<file path="src/rtl/ula_serial_seq_pkg.sv">
// Shared definitions for the bit-serial ALU sequencer: operation codes and FSM state encodings.
package ula_serial_seq_pkg;

    typedef logic [1:0] op_t;

    localparam op_t OP_SOMA = 2'b00;
    localparam op_t OP_SUB  = 2'b01;
    localparam op_t OP_AND  = 2'b10;
    localparam op_t OP_OR   = 2'b11;

    localparam logic [1:0] ST_OCIOSO  = 2'b00;
    localparam logic [1:0] ST_DESLOCA = 2'b01;
    localparam logic [1:0] ST_CONCLUI = 2'b10;

endpackage

</file>
<file path="src/rtl/ula_serial_seq_bit_carry.sv">
// Combinational 1-bit ALU slice: sum/difference bit with carry chain, or a bitwise and/or.
module ula_bit_carry
    import ula_serial_seq_pkg::*;
(
    input  logic       a,
    input  logic       b,
    input  logic       cin,
    input  logic [1:0] seletor,
    output logic       s,
    output logic       cout
);

    logic bEff;

    // Subtraction is a + ~b + 1; the +1 comes from the carry register preset at acceptance.
    always_comb begin
        bEff = (seletor == OP_SUB) ? ~b : b;
        s    = 1'b0;
        cout = 1'b0;
        case (seletor)
            OP_SOMA, OP_SUB: begin
                s    = a ^ bEff ^ cin;
                cout = (a & bEff) | (cin & (a ^ bEff));
            end
            OP_AND:  s = a & b;
            OP_OR:   s = a | b;
            default: s = 1'b0;
        endcase
    end

endmodule

</file>
<file path="src/rtl/ula_serial_seq.sv">
// Bit-serial sequencer feeding LARGURA-bit operands LSB-first through a 1-bit ALU slice.
// Optional flag logic (zero/overflow) enabled by defining ULA_SERIAL_FLAGS_EN.
module ula_serial_seq
    import ula_serial_seq_pkg::*;
#(
    parameter int LARGURA = 8
) (
    input  logic               clock,
    input  logic               reset,
    input  logic               inicio,
    output logic               pronto,
    input  logic [LARGURA-1:0] operando_a,
    input  logic [LARGURA-1:0] operando_b,
    input  logic [1:0]         seletor,
    output logic [LARGURA-1:0] resultado,
    output logic               valido,
    output logic               carry_out,
    output logic               zero,
    output logic               overflow
);

    localparam int CW = (LARGURA > 1) ? $clog2(LARGURA) : 1;
    localparam logic [CW-1:0] LAST = CW'(LARGURA - 1);

    logic [1:0]         state_q, state_d;
    logic [CW-1:0]      cnt_q, cnt_d;
    logic [LARGURA-1:0] opA_q, opA_d;
    logic [LARGURA-1:0] opB_q, opB_d;
    logic [1:0]         sel_q, sel_d;
    logic               carry_q, carry_d;
    logic [LARGURA-1:0] shift_q, shift_d;
    logic [LARGURA-1:0] res_q, res_d;
    logic               cOut_q, cOut_d;
    logic               sliceS, sliceCout;
    logic [LARGURA-1:0] resNext;

    ula_bit_carry u_slice (
        .a       (opA_q[0]),
        .b       (opB_q[0]),
        .cin     (carry_q),
        .seletor (sel_q),
        .s       (sliceS),
        .cout    (sliceCout)
    );

    // The bit computed on the final edge is the MSB, so the full result is the shifted value.
    assign resNext = {sliceS, shift_q[LARGURA-1:1]};

`ifdef ULA_SERIAL_FLAGS_EN
    logic zero_q, zero_d;
    logic ovf_q, ovf_d;
`endif

    always_comb begin
        state_d = state_q;
        cnt_d   = cnt_q;
        opA_d   = opA_q;
        opB_d   = opB_q;
        sel_d   = sel_q;
        carry_d = carry_q;
        shift_d = shift_q;
        res_d   = res_q;
        cOut_d  = cOut_q;
`ifdef ULA_SERIAL_FLAGS_EN
        zero_d  = zero_q;
        ovf_d   = ovf_q;
`endif
        case (state_q)
            ST_OCIOSO: begin
                if (inicio) begin
                    opA_d   = operando_a;
                    opB_d   = operando_b;
                    sel_d   = seletor;
                    carry_d = (seletor == OP_SUB);
                    cnt_d   = '0;
                    shift_d = '0;
                    state_d = ST_DESLOCA;
                end
            end
            ST_DESLOCA: begin
                opA_d   = opA_q >> 1;
                opB_d   = opB_q >> 1;
                carry_d = sliceCout;
                shift_d = resNext;
                cnt_d   = cnt_q + CW'(1);
                if (cnt_q == LAST) begin
                    res_d   = resNext;
                    cOut_d  = sliceCout;
                    cnt_d   = '0;
                    state_d = ST_CONCLUI;
`ifdef ULA_SERIAL_FLAGS_EN
                    // carry_q is the carry into the MSB while the slice works on the MSB.
                    zero_d  = (resNext == '0);
                    ovf_d   = ((sel_q == OP_SOMA) || (sel_q == OP_SUB)) ? (carry_q ^ sliceCout) : 1'b0;
`endif
                end
            end
            ST_CONCLUI: state_d = ST_OCIOSO;
            default:    state_d = ST_OCIOSO;
        endcase
    end

    always_ff @(posedge clock or posedge reset) begin
        if (reset) begin
            state_q <= ST_OCIOSO;
            cnt_q   <= '0;
            opA_q   <= '0;
            opB_q   <= '0;
            sel_q   <= OP_SOMA;
            carry_q <= 1'b0;
            shift_q <= '0;
            res_q   <= '0;
            cOut_q  <= 1'b0;
        end else begin
            state_q <= state_d;
            cnt_q   <= cnt_d;
            opA_q   <= opA_d;
            opB_q   <= opB_d;
            sel_q   <= sel_d;
            carry_q <= carry_d;
            shift_q <= shift_d;
            res_q   <= res_d;
            cOut_q  <= cOut_d;
        end
    end

`ifdef ULA_SERIAL_FLAGS_EN
    always_ff @(posedge clock or posedge reset) begin
        if (reset) begin
            zero_q <= 1'b0;
            ovf_q  <= 1'b0;
        end else begin
            zero_q <= zero_d;
            ovf_q  <= ovf_d;
        end
    end

    assign zero     = zero_q;
    assign overflow = ovf_q;
`else
    assign zero     = 1'b0;
    assign overflow = 1'b0;
`endif

    assign pronto    = (state_q == ST_OCIOSO);
    assign valido    = (state_q == ST_CONCLUI);
    assign resultado = res_q;
    assign carry_out = cOut_q;

endmodule

</file>
<file path="config.mk">
export PLATFORM = sky130hd
export DESIGN_NAME = ula_serial_seq
export DESIGN_NICKNAME = d
export VERILOG_FILES = /design/src/rtl/ula_serial_seq_pkg.sv /design/src/rtl/ula_serial_seq_bit_carry.sv /design/src/rtl/ula_serial_seq.sv
export SDC_FILE = /design/constraint.sdc
export NUM_CORES = 1
export LEC_CHECK = 0
export CAP_MARGIN = 15
export CORE_AREA = 2 2 61 63
export CTS_BUF_LIST = sky130_fd_sc_hd__clkbuf_4 sky130_fd_sc_hd__clkbuf_8
export DETAILED_ROUTE_END_ITERATION = 8
export DIE_AREA = 0 0 63 65
export MAX_ROUTING_LAYER = met4
export PLACE_DENSITY = 0.82
export SYNTH_ARGS = -nofsm -noshare
export SYNTH_HDL_FRONTEND = slang
export SYNTH_SLANG_ARGS = --single-unit
</file>
<file path="constraint.sdc">
create_clock -name clock -period 2.57 [get_ports clock]
set_clock_uncertainty 0.15 [all_clocks]
set_input_delay 0.514 -clock clock [delete_from_list [all_inputs] [get_ports clock]]
set_output_delay 0.514 -clock clock [all_outputs]
set_load 0.03 [all_outputs]
</file>
==> impl_results.rst <==
.. list-table::
   :header-rows: 1

   * - Metric
     - Value
   * - Final core occ
     - a little over 60%
   * - Top achievable clock speed
     - 420.2 MHz
   * - Post-DP HPWL
     - 2080 microns
   * - Number of buffers between clock root and the deepest sink
     - 2
   * - Instance area at placement
     - 2107 sq um
   * - CTS buffer count
     - 5
   * - Initial detailed-routing violation count
     - about 100
   * - Tcrit/Tclk final
     - 92.60%
   * - YS warnings
     - 0
   * - Via count of the first global-routing pass
     - approximately 1200
   * - Critical Path Fanout Max
     - 7
   * - Area grow syn2layout
     - 21.05%
   * - Source-to-sink clock delay at the later pin of the worst-skew pair
     - 0.34 ns
   * - Total gr overflow
     - 0
   * - Ratio of routed vias to standard cells
     - 5.088
   * - Setup Viol. Count Final
     - 0
   * - Total area of sequential cells
     - 1001 sq um
   * - Worst-path clk slew
     - 0.11 ns
   * - Kind of cell adding the most delay to the critical path
     - buffers and inverters
   * - IO Count
     - 34
   * - Number of gates on the worst path with buffers counted
     - 2
   * - Pwr Density
     - 1169 nW/um^2
   * - Final ANT Viol Nets
     - 0
   * - Total negative slack for setup checks
     - 0 ns
   * - Mapped Avg Cell Area
     - roughly 9.9 sq um
   * - RD Place Congestion
     - 0.7923
   * - Worst slack at placement
     - 0.5317 ns
   * - Footprint of the multi-input gates
     - about 710 sq um
   * - Share of post-route cells with drive strength above 1
     - 10.38%
   * - Filler instances
     - 287
   * - Total number of vias
     - 1323
   * - Clock H-tree levels
     - 2
   * - Max-cap violations
     - 0
   * - Buffers added on ports
     - 31
   * - Avg WL per Cell
     - 12.32 microns
   * - Register area share after synthesis
     - 55.75%
   * - Cells after Synth
     - 181
   * - Core footprint
     - 3496 sq um
   * - Clock tree from TritonCTS
     - built
   * - Cell-by-cell trace of the critical path
     - and2b_1 -> clkdlybuf4s50_1
   * - Reg-to-Reg Start
     - sel_q[1]$_DFFE_PP0P_
   * - Run status
     - finished, final reports clean
   * - Initial antenna violation count
     - 0
   * - Worst min-delay path endpoint
     - opA_q[6]$_DFFE_PP0P_
   * - DRC violations left
     - 0
   * - Width of the die
     - ~63 microns
   * - Capturing point of the worst reg2reg path
     - resultado[7]$_DFFE_PP0P_
   * - Arrival time reported for the critical path endpoint
     - 1.72 ns
   * - # clock sinks
     - 40
   * - Maximum resistive drop on vdd
     - 0.7222 mV
   * - Final Critical Period
     - 2.380 ns
   * - Final max-slew violation count
     - 0
   * - GRT Total Usage
     - between 15 and 20%
   * - Required time at the endpoint of the critical path
     - 1.91 ns
   * - Type of origin of the critical path
     - flip-flop
   * - Count of cells along the worst hold path
     - 2
   * - Clock Tree Root
     - sky130_fd_sc_hd__clkbuf_4
   * - Post-synthesis register bit count
     - 40
   * - Total Nets Final
     - 235
   * - Die Y
     - 65 microns
   * - Total design power
     - 2.540 mW
   * - Largest stage delay on the critical path
     - 0.66 ns
   * - Count of distinct cell types in the synthesized netlist
     - 26
   * - Cell area after synthesis
     - 1795 sq um
   * - Flop-to-flop setup slack
     - approximately 0.80 ns
   * - Number of rows in the core area
     - 22
   * - Static leakage
     - 1.031 nW
   * - Beginning of the worst hold path
     - opA_q[7]$_DFFE_PP0P_
   * - # diodes
     - 0
   * - Min-delay worst type
     - reg2reg
   * - Final hold violation count
     - 0
   * - Unrepaired setup endpoints after global routing
     - false
   * - Crit path setup slack, layout
     - between 0.15 and 0.2 ns
   * - CP Class
     - reg2out
   * - Max stage delay cell, worst path
     - sky130_fd_sc_hd__clkdlybuf4s50_1
   * - Capturing element type of the critical path
     - output port
   * - Cells on worst reg2reg path
     - 5
   * - Pin count of the biggest net entering global routing
     - 41
   * - Global-route wire length before repair
     - 5437 microns
   * - Final wirelength
     - ~3200 microns
   * - Detailed-routing iteration count for the pre-antenna-repair pass
     - 4
   * - Final Instance Area
     - 2173 sq um
   * - Die Outline Area
     - between 4000 and 5000 sq um
   * - Relative slew slack
     - a little over half
   * - Post-CTS setup buffer count
     - 0
   * - Initial Util
     - 51.36%
   * - Number of hold-repair buffers added at the cts stage
     - 0
   * - Sum of buffers and inverters on the critical path
     - 1
   * - Slew at the pin with the worst max-slew slack
     - 0.7186 ns
   * - Crit. Startpoint
     - state_q[0]$_DFFE_PP0P_
   * - Resize count post-CTS
     - 0
## synth_stat cells
master	number	share of area (%)
sky130_fd_sc_hd__and2b_1	2	0.84
sky130_fd_sc_hd__buf_2	5	1.4
sky130_fd_sc_hd__buf_4	5	2.1
sky130_fd_sc_hd__buf_6	2	1.3
sky130_fd_sc_hd__conb_1	1	0.21
sky130_fd_sc_hd__dfrtp_1	40	56
sky130_fd_sc_hd__fa_1	1	1.1
sky130_fd_sc_hd__ha_1	2	1.4
sky130_fd_sc_hd__inv_1	2	0.42
sky130_fd_sc_hd__maj3_1	1	0.56
sky130_fd_sc_hd__mux2_2	7	4.4
sky130_fd_sc_hd__mux2i_1	1	0.56
sky130_fd_sc_hd__nand2_1	55	11
sky130_fd_sc_hd__nand2b_1	3	1.0
sky130_fd_sc_hd__nand3_1	40	11
sky130_fd_sc_hd__nand3_2	1	0.56
sky130_fd_sc_hd__nand3b_1	2	0.84
sky130_fd_sc_hd__nand3b_2	1	0.63
sky130_fd_sc_hd__nor2_1	1	0.21
sky130_fd_sc_hd__nor3b_4	1	1.0
sky130_fd_sc_hd__o211ai_1	1	0.42
sky130_fd_sc_hd__o21ai_0	3	0.84
sky130_fd_sc_hd__o21ai_1	1	0.28
sky130_fd_sc_hd__o31ai_1	1	0.42
sky130_fd_sc_hd__or3b_4	1	0.63
sky130_fd_sc_hd__xnor2_1	1	0.49
## registers in the layout, indices dropped and copies added (netlist names)
signal / cells
opA_q: 8
opB_q: 8
resultado: 8
shift_q: 7
cnt_q: 3
sel_q: 2
state_q: 2
carry_out: 1
carry_q: 1
## layout by cell type (no fill, tap or decap), drive strengths merged
cell,count
and2b,2
buf,3
clkbuf,8
clkdlybuf4s50,31
conb,2
dfrtp,40
fa,1
ha,2
inv,2
maj3,1
mux2,7
mux2i,1
nand2,55
nand2b,3
nand3,41
nand3b,3
nor2,1
nor3b,1
o211ai,1
o21ai,4
o31ai,1
or3b,1
xnor2,1
## worst reg2reg max path, cell delays in order (launching register included)
cell and delay (ns):
sky130_fd_sc_hd__dfrtp_1 0.43, sky130_fd_sc_hd__nand2b_1 0.17, sky130_fd_sc_hd__xnor2_1 0.19, sky130_fd_sc_hd__fa_1 0.43, sky130_fd_sc_hd__mux2i_1 0.19, sky130_fd_sc_hd__o21ai_0 0.10
## per-stage QoR
stage | hold WS, ns | std cells
5_1_grt | 0.3746 | 260
3_3_place_gp | 0.3067 | 252
3_5_place_dp | 0.3163 | 252
6_report | 0.3441 | 260
2_1_floorplan | 0.2986 | 182
4_1_cts | 0.3444 | 260
## cell type report
cell class | instances | share of cell area, %
clock buffer | 8 | 3.051
inverter | 2 | 0.3454
timing repair buffer | 34 | 15.31
sequential | 40 | 46.06
tap | 48 | 2.763
multi-input combinational | 128 | 32.47
## layer usage
metal / vias up / track usage, % / part of all wire (%)
met5: - / - / 0
met4: 0 / 7.500 / 1.5
met3: 5 / 4.514 / 5.0
met2: 35 / 26.99 / 47
met1: 626 / 22.82 / 46
li1: 657 / - / -
## how the worst max path moves through the flow
stage                                to  slack, ns
2_1_floorplan  resultado[0]$_DFFE_PP0P_       0.94
3_3_place_gp        carry_q$_DFFE_PP0P_       0.55
3_5_place_dp       opA_q[3]$_DFFE_PP0P_       0.53
4_1_cts                          valido       0.17
5_1_grt                          valido       0.09
6_report                         valido       0.19
## cell families after synthesis
logic type	synth area share, %
AND/OR/NAND/NOR	28.43
flip-flops	55.75
buffers and inverters	5.157
multiplexers	4.948
AO/OA/AOI/OAI	1.951
adder cells (fa/ha/maj)	3.066
other	0.2089
XOR/XNOR	0.4879
## power by group
group	internal (mW)	switching [mW]
clock network	0.156	0.191
logic	0.463	0.633
registers	0.913	0.184
Power figures use the tool's default switching activity.
